`src/rtl/seq_onehot_encoder_pkg.sv`:
```
// Shared constants and state encoding for the sequential one-hot encoder.
// N/IW are also used by the matching 4-to-16 decoder and its bench.
package seq_onehot_encoder_pkg;

    localparam int N  = 16;
    localparam int IW = $clog2(N);

    typedef enum logic {
        IDLE = 1'b0,
        EMIT = 1'b1
    } state_t;

endpackage

```
`src/rtl/seq_onehot_encoder_prio_enc_lsb.sv`:
```
// Combinational priority encoder: lowest set index of a [0:N-1] vector.
// Ports: req (vector, bit i = index i), idx (lowest set index), any (req != 0).
module prio_enc_lsb
    import seq_onehot_encoder_pkg::*;
(
    input  logic [0:N-1]  req,
    output logic [IW-1:0] idx,
    output logic          any
);

    // Scan from the top down so the lowest set index wins last.
    always_comb begin
        idx = '0;
        any = 1'b0;
        for (int i = N - 1; i >= 0; i--) begin
            if (req[i]) begin
                idx = i[IW-1:0];
                any = 1'b1;
            end
        end
    end

endmodule

```
`src/rtl/seq_onehot_encoder.sv`:
```
// Captures a request vector and emits the index of each set line, lowest first,
// one per Valid/Ready handshake. Ports: Clock, Reset (async, active-high),
// W/Load (capture), Flush (sync abort), Ready (downstream accept),
// Y/Valid (index out), Busy, Zero/Done (1-cycle pulses), Count (popcount).
module seq_onehot_encoder
    import seq_onehot_encoder_pkg::*;
(
    input  logic          Clock,
    input  logic          Reset,
    input  logic [0:N-1]  W,
    input  logic          Load,
    input  logic          Flush,
    input  logic          Ready,
    output logic [IW-1:0] Y,
    output logic          Valid,
    output logic          Busy,
    output logic          Zero,
    output logic          Done,
    output logic [IW:0]   Count
);

    function automatic logic [IW:0] popcount(input logic [0:N-1] v);
        logic [IW:0] c;
        c = '0;
        for (int i = 0; i < N; i++) begin
            c = c + {{IW{1'b0}}, v[i]};
        end
        return c;
    endfunction

    state_t        state, state_n;
    logic [0:N-1]  p, p_n, p_clr, enc_in;
    logic [IW-1:0] y_n, enc_idx;
    logic          valid_n, busy_n, zero_n, done_n;
    logic [IW:0]   count_n;
    logic          enc_any;

    // One encoder serves both paths: in IDLE it looks at the incoming
    // vector, in EMIT at what remains after the current index is cleared.
    always_comb begin
        p_clr    = p;
        p_clr[Y] = 1'b0;
        enc_in   = (state == EMIT) ? p_clr : W;
    end

    prio_enc_lsb u_enc (
        .req (enc_in),
        .idx (enc_idx),
        .any (enc_any)
    );

    always_comb begin
        state_n = state;
        p_n     = p;
        y_n     = Y;
        valid_n = Valid;
        busy_n  = Busy;
        zero_n  = 1'b0;
        done_n  = 1'b0;
        count_n = Count;

        if (Flush) begin
            // A same-cycle handshake is consumed but not followed up.
            state_n = IDLE;
            p_n     = '0;
            valid_n = 1'b0;
            busy_n  = 1'b0;
        end else begin
            unique case (state)
                IDLE: begin
                    if (Load) begin
                        count_n = popcount(W);
                        if (enc_any) begin
                            state_n = EMIT;
                            p_n     = W;
                            y_n     = enc_idx;
                            valid_n = 1'b1;
                            busy_n  = 1'b1;
                        end else begin
                            zero_n = 1'b1;
                        end
                    end
                end
                EMIT: begin
                    if (Valid && Ready) begin
                        p_n = p_clr;
                        if (enc_any) begin
                            y_n = enc_idx;
                        end else begin
                            state_n = IDLE;
                            valid_n = 1'b0;
                            busy_n  = 1'b0;
                            done_n  = 1'b1;
                        end
                    end
                end
                default: state_n = IDLE;
            endcase
        end
    end

    always_ff @(posedge Clock or posedge Reset) begin
        if (Reset) begin
            state <= IDLE;
            p     <= '0;
            Y     <= '0;
            Valid <= 1'b0;
            Busy  <= 1'b0;
            Zero  <= 1'b0;
            Done  <= 1'b0;
            Count <= '0;
        end else begin
            state <= state_n;
            p     <= p_n;
            Y     <= y_n;
            Valid <= valid_n;
            Busy  <= busy_n;
            Zero  <= zero_n;
            Done  <= done_n;
            Count <= count_n;
        end
    end

endmodule

```
`config.mk`:
```
export PLATFORM = sky130hd
export DESIGN_NAME = seq_onehot_encoder
export DESIGN_NICKNAME = d
export VERILOG_FILES = /design/src/rtl/seq_onehot_encoder_pkg.sv /design/src/rtl/seq_onehot_encoder_prio_enc_lsb.sv /design/src/rtl/seq_onehot_encoder.sv
export SDC_FILE = /design/constraint.sdc
export NUM_CORES = 1
export LEC_CHECK = 0
export ABC_AREA = 1
export CAP_MARGIN = 5
export CORE_ASPECT_RATIO = 0.5
export CORE_UTILIZATION = 56
export CTS_CLUSTER_DIAMETER = 60
export DETAILED_ROUTE_END_ITERATION = 16
export DONT_BUFFER_PORTS = 1
export HOLD_SLACK_MARGIN = 0.15
export MAX_ROUTING_LAYER = met4
export PLACE_DENSITY_LB_ADDON = 0.1
export SLEW_MARGIN = 15
export SYNTH_ARGS = -nofsm -noshare
export SYNTH_HDL_FRONTEND = slang
export SYNTH_SLANG_ARGS = --single-unit
```
`constraint.sdc`:
```
create_clock -name Clock -period 2.7 [get_ports Clock]
set_clock_uncertainty 0.1 [all_clocks]
set_input_delay 0.54 -clock Clock [delete_from_list [all_inputs] [get_ports Clock]]
set_output_delay 0.54 -clock Clock [all_outputs]
set_load 0.01 [all_outputs]
```
==> flow_summary.toml <==
[outcome]
run_status = "finished, violations left"
violated_checks = "negative setup slack"

[worst_setup_path]
setup.worst_path.start_class = "input port"
arrival_ps = 3350
cp_cell_sequence = "fa_1 -> inv_1 -> fa_1 -> fa_1 -> fa_1 -> inv_2 -> ha_4 -> inv_2 -> fa_2 -> o21ai_2"
critical_path.slowest_cell = "sky130_fd_sc_hd__fa_1"
critical_path_peak_fanout = 2
cp_num_cells = 10
worst_setup_ep = "Count[1]"
regToRegEndpoint = "Y[1]"
crit_path_frequent_cell = "sky130_fd_sc_hd__fa_1"
worst-r2r-setup-slack_ps = 290
crit_start = "W[15]"
critPathKind = "input port to flip-flop"
r2r_cells = 12
worst_path_largest_cell_delay_ps = 550
crit-reg2reg-launch = "Y[2]"
critical_path.top_delay_family = "adder cells"
endpoint_kind = "flip-flop"
critical_path_required_ps = 2760
crit_buf_inv = 3

[clocking]
h-tree-depth = 2
cts_tree = "yes"
cts_inserted_buffers = 5
cts_root_buffer = "sky130_fd_sc_hd__clkbuf_8"
clk_latency_ps = 280
worst_setup_hold_path_clk_slew_ps = 60
cts.sink_count = 29
clock_path_buffers = 2
cts.repair_timing.setup_buffer_count = 0

[finish]
drive_gt1_share_pct = 14.54
filler_cell_count = 293
design_area_sq_um = 2268
num-nets-final = 318
final_common_cell = "sky130_fd_sc_hd__nand2_1"
mostFrequentLayoutCells = "sky130_fd_sc_hd__nand2_1, sky130_fd_sc_hd__inv_1, sky130_fd_sc_hd__dfrtp_1"
antenna_fix_cells = 0
syn2layout_area_growth_pct = 10.08
final-instance-count-excl-fill = 333

[timing]
worst_slew_pin_slew_ps = 455.4
post-route-period-util_pct = 121.9
achievable-frequency_mhz = 303.7
setup-tns-final_ps = -2402
final_period_minus_worst_setup_slack_ps = 3292
setup_violations = 5
slew_violations = 0
final_critical_path_setup_slack_ps = -592.3
final_hold_viol_count = 0
finalHoldWorstSlack_ps = 252.2
timing.max_slew.rel_slack_pct = 69.56
grt_setup_unrepaired = "yes"

[floorplan]
ios = 34
chipWidth_um = 87.79
initial_core_utilization_pct = 59.35
die_extent_in_y_um = 44.90
core-area_sq_um = 3472
design.die.area_sq_um = 3941
floorplan.rows = 15

[drt]
drt_drc_violations_left = 0
firstDrtPassIters = 4
dr_wl_met3_um = 383
antenna_viol_nets_final = 0
met2RoutedLength_um = 2074
detail_route.wirelength.met1_um = 2313
drt-total-wl_um = 4822
routedWlPerCell_um = 14.48
dr_total_vias = 1784
route.top_layer_used = "met4"
detail_route.iter0.violations = 106
vias_per_cell = 5.357

[pwr]
power.ir.vdd_worst_uv = 562.9
power_density_nw_per_um2 = 673.6
cellLeakagePower_nw = 1.125

[placed_design]
dpl.cell_count = 325
routabilityCongestion = 0.8574
area_of_placed_instances_sq_um = 2150
place_hpwl_um = 3698
buffer_ports.inserted = 0
pre_cts_ws_ps = -947.9

[synth]
synth_fp_nets = 309
synthCells = 273
synth.lib_cells_used.distinct = 30
synth.cell_area_sq_um = 2061
postSynthRegisterBits = 29
syn-mean-instance-area_sq_um = 7.548
yosys_warnings = 0
seq_area_frac_synth_pct = 35.22

[grt]
grt_first_pass_wirelength_um = 7769
grt_antenna_before_repair = 0
global_route_usage_over_all_layers_pct = 28.37
grt_max_degree = 34
via_count_of_the_first_global_routing_pass = 1630
total_overflow_reported_by_the_global_router = 0

[job]
max_cap_viols = 0

[hold_path]
hold_class = "input port to flip-flop"
[synth_stat cells]
library cell,instances,area (sq um)
sky130_fd_sc_hd__dfrtp_1,29,725.7
sky130_fd_sc_hd__xnor2_1,1,8.760
sky130_fd_sc_hd__xor2_1,1,8.760
sky130_fd_sc_hd__a22o_1,1,8.760
sky130_fd_sc_hd__nand2_1,64,240.2
sky130_fd_sc_hd__o22ai_1,1,6.260
sky130_fd_sc_hd__nand3_2,1,10.01
sky130_fd_sc_hd__nand2_2,1,6.260
sky130_fd_sc_hd__buf_6,2,22.52
sky130_fd_sc_hd__a21oi_1,3,15.01
sky130_fd_sc_hd__o21ai_1,18,90.09
sky130_fd_sc_hd__nand2_4,1,11.26
sky130_fd_sc_hd__and2_1,1,6.260
sky130_fd_sc_hd__buf_2,4,20.02
sky130_fd_sc_hd__a31o_1,3,26.28
sky130_fd_sc_hd__a31oi_1,3,18.77
sky130_fd_sc_hd__a31oi_2,2,25.02
sky130_fd_sc_hd__nand3_1,27,135.1
sky130_fd_sc_hd__nor2_1,24,90.09
sky130_fd_sc_hd__buf_4,2,15.01
sky130_fd_sc_hd__o31ai_1,3,22.52
sky130_fd_sc_hd__nor2_2,6,37.54
sky130_fd_sc_hd__inv_1,41,153.9
sky130_fd_sc_hd__fa_1,10,200.2
sky130_fd_sc_hd__a22oi_2,1,12.51
sky130_fd_sc_hd__ha_1,5,62.56
sky130_fd_sc_hd__clkinv_1,2,7.510
sky130_fd_sc_hd__nand4_1,1,6.260
sky130_fd_sc_hd__inv_2,6,22.52
sky130_fd_sc_hd__o21ai_0,9,45.04
[area by class of cell]
class | count | area (sq um) | share of cell area [%]
flip-flops and latches | 29 | 725.7 | 31.99
repair buffers | 10 | 90.09 | 3.971
clock buffers | 7 | 86.33 | 3.806
well taps | 51 | 63.81 | 2.813
inverters | 49 | 183.9 | 8.108
multi-input cells | 187 | 1119 | 49.31
[power by group]
group	switching [mW]	total, mW	internal, mW
combinational	0.337	0.590	0.253
sequential	0.0755	0.570	0.495
clock	0.166	0.368	0.202
total	0.579	1.53	0.949
[cells by family after synthesis]
kind of cell    synth area share [%]
compound gates                 13.11
flops                          35.22
simple gates                   26.35
fa+ha+maj                      12.75
xor+xnor                      0.8502
buf+inv                        11.72
[metal layers]
layer | up-vias | global-route usage, %
met5 | - | -
met4 | 0 | 7.541
met3 | 8 | 7.861
met2 | 56 | 40.00
met1 | 839 | 40.16
li1 | 881 | -
[sequential cells by signal, indices dropped and copies added, names as in the netlist]
| name | count |
|---|---|
| Zero | 1 |
| Y | 4 |
| Count | 5 |
| Busy | 1 |
| Done | 1 |
| state | 1 |
| p | 16 |
[through the flow]
step | util, % | power [mW]
finish | 65.33 | 1.528
global route | 65.33 | 1.642
CTS | 65.15 | 1.519
detailed placement | 61.91 | 1.113
global placement | 61.91 | 1.095
floorplan | - | 0.9732
[worst min path at each step]
| stage | from | cells after the start | endpoint | slack [ps] |
|---|---|---|---|---|
| 6_report | Flush | 1 | p[9] | 250 |
| 4_1_cts | Flush | 1 | p[9] | 250 |
| 3_3_place_gp | p[7] | 2 | p[7] | 390 |
| 5_1_grt | Flush | 1 | p[10] | 240 |
| 3_5_place_dp | p[9] | 2 | p[9] | 410 |
| 2_1_floorplan | p[14] | 2 | p[14] | 380 |
[timing repair]
action | in CTS | in global routing
hold endpoints to repair | 29 | 0
resized for setup | 6 | 3
endpoints found under the setup margin | 5 | 5
pin swaps | 2 | 2
hold buffers | 1 | 0
Power figures use the tool's default switching activity.
